### config.mk
export PLATFORM = sky130hd
export DESIGN_NAME = relu_pool_store
export DESIGN_NICKNAME = d
export VERILOG_FILES = /design/src/rtl/relu_pool_store.sv
export SDC_FILE = /design/constraint.sdc
export NUM_CORES = 1
export LEC_CHECK = 0
export CORE_MARGIN = 2
export CORE_UTILIZATION = 35
export DETAILED_ROUTE_END_ITERATION = 12
export GPL_TIMING_DRIVEN = 0
export PLACE_DENSITY_LB_ADDON = 0.25
export SYNTH_ARGS = -nofsm -noshare
export SYNTH_HDL_FRONTEND = slang
export SYNTH_SLANG_ARGS = --single-unit
### constraint.sdc
create_clock -name clk -period 12.3 [get_ports clk]
set_input_delay 1.845 -clock clk [delete_from_list [all_inputs] [get_ports clk]]
set_output_delay 1.845 -clock clk [all_outputs]
set_load 0.05 [all_outputs]
### src/rtl/relu_pool_store.sv
// relu_pool_store: optional ReLU + 2x2 stride-2 max-pool of Q4.12 conv beats, with feature-map write addressing.
// Latency: one pooled beat per odd-row input beat, registered 1 cycle after acceptance; even rows produce no output.
// Backpressure: in_rdy drops while a pooled beat is held and out_rdy is low; out_vld/out_data/out_addr hold until out_rdy.
//
// Ports:
//   clk, rst          clock, synchronous active-high reset
//   start             one-cycle pulse in IDLE; latches relu_en/row_beats/num_rows/base_addr
//   in_vld/in_rdy     input beat handshake, in_data lane j at [j*DW +: DW]
//   out_vld/out_rdy   pooled beat handshake, out_data lane k at [k*DW +: DW], out_addr its write address
//   busy              high while a tile is running or draining
//   done              one-cycle pulse when the last pooled beat of the tile has been taken

module relu_pool_store #(
   parameter int LANES     = 8,
   parameter int DW        = 16,
   parameter int MAX_BEATS = 16,
   parameter int ADDR_W    = 12
) (
   input  logic                          clk,
   input  logic                          rst,
   input  logic                          start,
   input  logic                          relu_en,
   input  logic [$clog2(MAX_BEATS):0]    row_beats,
   input  logic [9:0]                    num_rows,
   input  logic [ADDR_W-1:0]             base_addr,
   input  logic                          in_vld,
   output logic                          in_rdy,
   input  logic [LANES*DW-1:0]           in_data,
   output logic                          out_vld,
   input  logic                          out_rdy,
   output logic [LANES/2*DW-1:0]         out_data,
   output logic [ADDR_W-1:0]             out_addr,
   output logic                          busy,
   output logic                          done
);

   localparam int HL = LANES / 2;
   localparam int PW = HL * DW;
   localparam int BW = $clog2(MAX_BEATS);

   typedef enum logic [1:0] {S_IDLE, S_RUN, S_DRAIN} state_t;

   state_t              state_q;
   logic                relu_q;
   logic [BW:0]         row_beats_q;
   logic [9:0]          num_rows_q;
   logic [ADDR_W-1:0]   base_q;
   logic [BW-1:0]       beat_cnt_q;
   logic [9:0]          row_cnt_q;
   logic [ADDR_W-1:0]   addr_cnt_q;
   logic                out_vld_q;
   logic [PW-1:0]       out_data_q;
   logic [ADDR_W-1:0]   out_addr_q;
   logic                done_q;

   // Even-row horizontal maxima, waiting for the matching odd row.
   logic [PW-1:0]       linebuf_q [MAX_BEATS];

   logic                accept;
   logic                beat_last;
   logic                row_last;
   logic                odd_row;
   logic [BW-1:0]       beat_cnt_d;
   logic [PW-1:0]       lb_rd;
   logic [PW-1:0]       h_d;
   logic [PW-1:0]       pool_d;

   function automatic logic [DW-1:0] smax(input logic [DW-1:0] a, input logic [DW-1:0] b);
      return ($signed(a) > $signed(b)) ? a : b;
   endfunction

   function automatic logic [DW-1:0] relu_f(input logic [DW-1:0] v, input logic en);
      return (en && v[DW-1]) ? '0 : v;
   endfunction

   assign in_rdy     = (state_q == S_RUN) & (~out_vld_q | out_rdy);
   assign accept     = in_vld & in_rdy;
   assign odd_row    = row_cnt_q[0];
   assign beat_last  = ({1'b0, beat_cnt_q} == (row_beats_q - (BW+1)'(1)));
   assign row_last   = (row_cnt_q == (num_rows_q - 10'd1));
   assign beat_cnt_d = beat_last ? '0 : beat_cnt_q + BW'(1);
   assign lb_rd      = linebuf_q[beat_cnt_q];

   // Horizontal pair max, then vertical max against the buffered even row.
   always_comb begin
      h_d    = '0;
      pool_d = '0;
      for (int k = 0; k < HL; k++) begin
         h_d[k*DW +: DW]    = smax(relu_f(in_data[(2*k)*DW +: DW], relu_q),
                                   relu_f(in_data[(2*k+1)*DW +: DW], relu_q));
         pool_d[k*DW +: DW] = smax(h_d[k*DW +: DW], lb_rd[k*DW +: DW]);
      end
   end

   always_ff @(posedge clk) begin
      if (rst) begin
         state_q     <= S_IDLE;
         relu_q      <= 1'b0;
         row_beats_q <= '0;
         num_rows_q  <= '0;
         base_q      <= '0;
         beat_cnt_q  <= '0;
         row_cnt_q   <= '0;
         addr_cnt_q  <= '0;
         out_vld_q   <= 1'b0;
         out_data_q  <= '0;
         out_addr_q  <= '0;
         done_q      <= 1'b0;
      end else begin
         done_q <= 1'b0;
         // A same-cycle load below overrides this clear.
         if (out_vld_q && out_rdy) begin
            out_vld_q <= 1'b0;
         end
         case (state_q)
            S_IDLE: begin
               if (start) begin
                  relu_q      <= relu_en;
                  row_beats_q <= row_beats;
                  num_rows_q  <= num_rows;
                  base_q      <= base_addr;
                  beat_cnt_q  <= '0;
                  row_cnt_q   <= '0;
                  addr_cnt_q  <= '0;
                  state_q     <= S_RUN;
               end
            end
            S_RUN: begin
               if (accept) begin
                  beat_cnt_q <= beat_cnt_d;
                  if (beat_last) begin
                     row_cnt_q <= row_cnt_q + 10'd1;
                  end
                  if (odd_row) begin
                     out_vld_q  <= 1'b1;
                     out_data_q <= pool_d;
                     out_addr_q <= base_q + addr_cnt_q;
                     addr_cnt_q <= addr_cnt_q + ADDR_W'(1);
                  end
                  if (beat_last && row_last) begin
                     state_q <= S_DRAIN;
                  end
               end
            end
            S_DRAIN: begin
               if (!out_vld_q || out_rdy) begin
                  done_q  <= 1'b1;
                  state_q <= S_IDLE;
               end
            end
            default: state_q <= S_IDLE;
         endcase
      end
   end

   always_ff @(posedge clk) begin
      if (accept && !odd_row) begin
         linebuf_q[beat_cnt_q] <= h_d;
      end
   end

   assign out_vld  = out_vld_q;
   assign out_data = out_data_q;
   assign out_addr = out_addr_q;
   assign busy     = (state_q != S_IDLE);
   assign done     = done_q;

endmodule

==> reports/results.tsv <==
metric	value	unit
run status	finished, final reports clean	
metal1 wirelength	59800	µm
Resize count post-CTS	0	
Area Growth Syn to Fin	21.1	%
CTS sink cnt	1162	
Synth cell types	74	
diode count	0	
f_max	131	MHz
I/O Pins	241	
fillers	12629	
P_leak	20.4	nW
clock buffer depth	3	
slowest CP cell	a21oi_1	
hold-fix buffer count after cts	0	
detailed-placement wirelength estimate	100000	µm
Final Cell Area	60200	µm²
# Max-Cap Violations	0	
WS Path Type	in -> reg	
period utilization	62.1	%
Hold/Removal Path Class	reg -> reg	
Placed Area	56100	µm²
number of vias per cell	5.33	
critical path launch point type	primary input	
Slew HR	9.23	%
area leader, netlist	edfxtp_1	
vias in the first global route	28833	
Synth top area share	61.8	%
Synth Area per Inst	17.0	µm²
layout cells sized above 1	21.4	%
Post-CTS Setup Bufs	0	
WL per Instance	26.5	µm
clk_skew	0.0632	ns
crit path DAT	8.22	ns
post-route ant nets	0	
critical path's largest stage delay	0.63	ns
post-synthesis sequential area ratio	67.4	%
Final Routed Wirelength	142000	µm
CP cell instances	clkdlybuf4s50_1 -> nand2_1 -> clkbuf_1 -> nand2_1 -> ha_1 -> nand4_1 -> or2_2 -> a211o_1 -> nand4_1 -> nor3b_2 -> buf_4 -> mux2_2 -> inv_1 -> ha_1 -> nor2b_1 -> o211ai_1 -> a21oi_1 -> o21ai_0 -> a21oi_1 -> or3_1 -> clkbuf_1 -> buf_2 -> o211ai_1	
die area	145000	µm²
H-tree depth	3	
global placement routability congestion	0.840	
max-slew violations	0	
Peak VDD IR	0.112	mV
CTS tree	done	
drt first pass iters	5	
Post-synth EDFFs	1024	
Cells after Synth	2920	
Mapped Nets	3229	
routed wl met2	67600	µm
DR iter-0 viols	2857	
cell area after synthesis	49700	µm²
fin worst setup slack	4.66	ns
cts bufs inserted	118	
GR Overflow Total	0	
routed vias	28593	
largest net degree at the start of global routing	22	
final hold vios	0	
Worst Tran Pin Value	1.36	ns
Root Buffer	clkbuf_16	
flops & latches, synth	1162	
synth warn	0	
required time of the critical path	12.89	ns
DR top layer	met5	
Initial Utilization	35.2	%
Port Buf Inserts	240	
DRC viols	0	
Row Count	138	
CP endpoint kind	flop	
GRT Util Overall	19.5	%
metal3 WL	11200	µm
min Tclk post-route	7.64	ns
final hold slack	0.460	ns
Synth area leaders	edfxtp_1 62%, mux4_2 14%, dfxtp_1 5.6%, ha_1 3.7%, nand2_1 1.8%	
Die Width	381	µm
Tot Pwr	9.47	mW
RSZ-0062 raised after global routing	false	
Die Ht	381	µm
first-pass GRT wire length	205000	µm
Synth async-reset ratio	0	%
Pwr Density	157	nW/µm²
CP max FO	17	
setup slack at placement	3.92	ns
Final Net Count	3682	
final setup violation count	0	
Top FF cell, synth	edfxtp_1	
initial antenna violation count	3	
Clock transition at path regs	0.06	ns
Placeable Area	141000	µm²
Clk Latency, worst-skew pair	0.73	ns
-- routing by layer --
layer,global-route usage (%),vias up
li1,-,12533
met3,4.70,190
met4,4.77,2
met1,26.4,14824
met5,0,-
met2,31.5,1044
-- kinds of logic after synthesis --
logic type / after synthesis / synth area share, %
compound gates: 338 / 4.65
xor+xnor: 34 / 0.599
fa+ha+maj: 148 / 3.74
buf+inv: 322 / 2.68
flops: 1162 / 67.4
mux: 374 / 15.7
simple gates: 542 / 5.25
-- per-stage QoR --
step / utilization, % / std cells / TNS (ns)
finish: 42.6 / 5367 / 0
global route: 42.6 / 5367 / 0
CTS: 42.6 / 5367 / 0
detailed placement: 39.7 / 5143 / 0
global placement: 38.6 / 5050 / -670.31
floorplan: - / 2920 / 0
-- final cells by class --
type,count,area (µm²),share of cell area (%)
inverter,178,668,1.11
clock buffer,152,3270,5.43
timing repair buffer,333,3840,6.38
clock inverter,72,853,1.42
multi-input combinational,1436,15000,25.0
sequential,1162,33500,55.7
tap,1890,2360,3.93
buffer,144,666,1.11
-- sequential cells by signal, summed over array words and instances (netlist names), named ones only --
register,flops
done,1
out_addr,12
base_q,12
state_q,2
out_data,64
row_beats_q,5
row_cnt_q,10
num_rows_q,10
out_vld,1
linebuf_q,1024
addr_cnt_q,12
relu_q,1
beat_cnt_q,4
-- power by group --
group          switching, mW  total [mW]  leakage [nW]  internal (mW)
sequential            0.0180        4.48          10.4           4.46
combinational          0.746        1.23          8.00          0.479
clock                   1.55        3.76          2.02           2.21
-- placed cells by master (no fill, tap or decap), types with 18 or more instances in the layout --
| cell type | count |
|---|---|
| a21o_1 | 30 |
| a21oi_1 | 104 |
| and3_1 | 43 |
| buf_12 | 34 |
| buf_2 | 31 |
| buf_6 | 53 |
| clkbuf_1 | 95 |
| clkbuf_16 | 118 |
| clkbuf_8 | 19 |
| clkdlybuf4s50_1 | 240 |
| clkinv_2 | 27 |
| dfxtp_1 | 138 |
| edfxtp_1 | 1024 |
| ha_1 | 147 |
| inv_1 | 177 |
| mux2_2 | 36 |
| mux4_2 | 320 |
| nand2_1 | 232 |
| nand3_1 | 64 |
| nand4_1 | 38 |
| nor2_1 | 46 |
| nor2b_1 | 18 |
| o211ai_1 | 40 |
| o21ai_0 | 28 |
| xnor2_1 | 21 |
-- path summary, 6_finish.rpt --
kind / start / to / slack [ns] / cells after the start
min reg2reg: out_addr[6] / out_addr[6] / 0.46 / 2
min: out_addr[6] / out_addr[6] / 0.46 / 2
max: in_data[63] / out_data[31] / 4.66 / 23
max reg2reg: relu_q / out_data[11] / 4.88 / 23
-- cells in the mapped netlist, drive strengths merged (3+ instances only) --
| library cell | n |
|---|---|
| dfxtp | 138 |
| or4 | 7 |
| o221ai | 11 |
| or2 | 5 |
| o2111ai | 5 |
| edfxtp | 1024 |
| nand4 | 38 |
| and2 | 16 |
| ha | 147 |
| nor3 | 19 |
| nor4 | 6 |
| a2111oi | 4 |
| a211oi | 6 |
| nor4b | 3 |
| o211ai | 40 |
| clkbuf | 83 |
| a31oi | 6 |
| inv | 178 |
| nor2b | 18 |
| or3 | 7 |
| and4 | 4 |
| o31ai | 17 |
| nand2b | 16 |
| a31o | 18 |
| a21oi | 104 |
| nand3 | 64 |
| mux2i | 18 |
| nor2 | 60 |
| xor2 | 13 |
| a41oi | 9 |
| mux2 | 36 |
| o21ai | 42 |
| a211o | 15 |
| mux4 | 320 |
| a21o | 30 |
| buf | 61 |
| and3 | 43 |
| xnor2 | 21 |
| o21a | 10 |
| nand2 | 232 |
-- worst max-delay path, delay by kind of cell --
kind            cells  cell delay, ns
simple gates        8            1.70
compound gates      6            1.45
buf+inv             6            2.25
fa+ha+maj           2            0.55
mux                 1            0.40
Power figures use the tool's default switching activity.
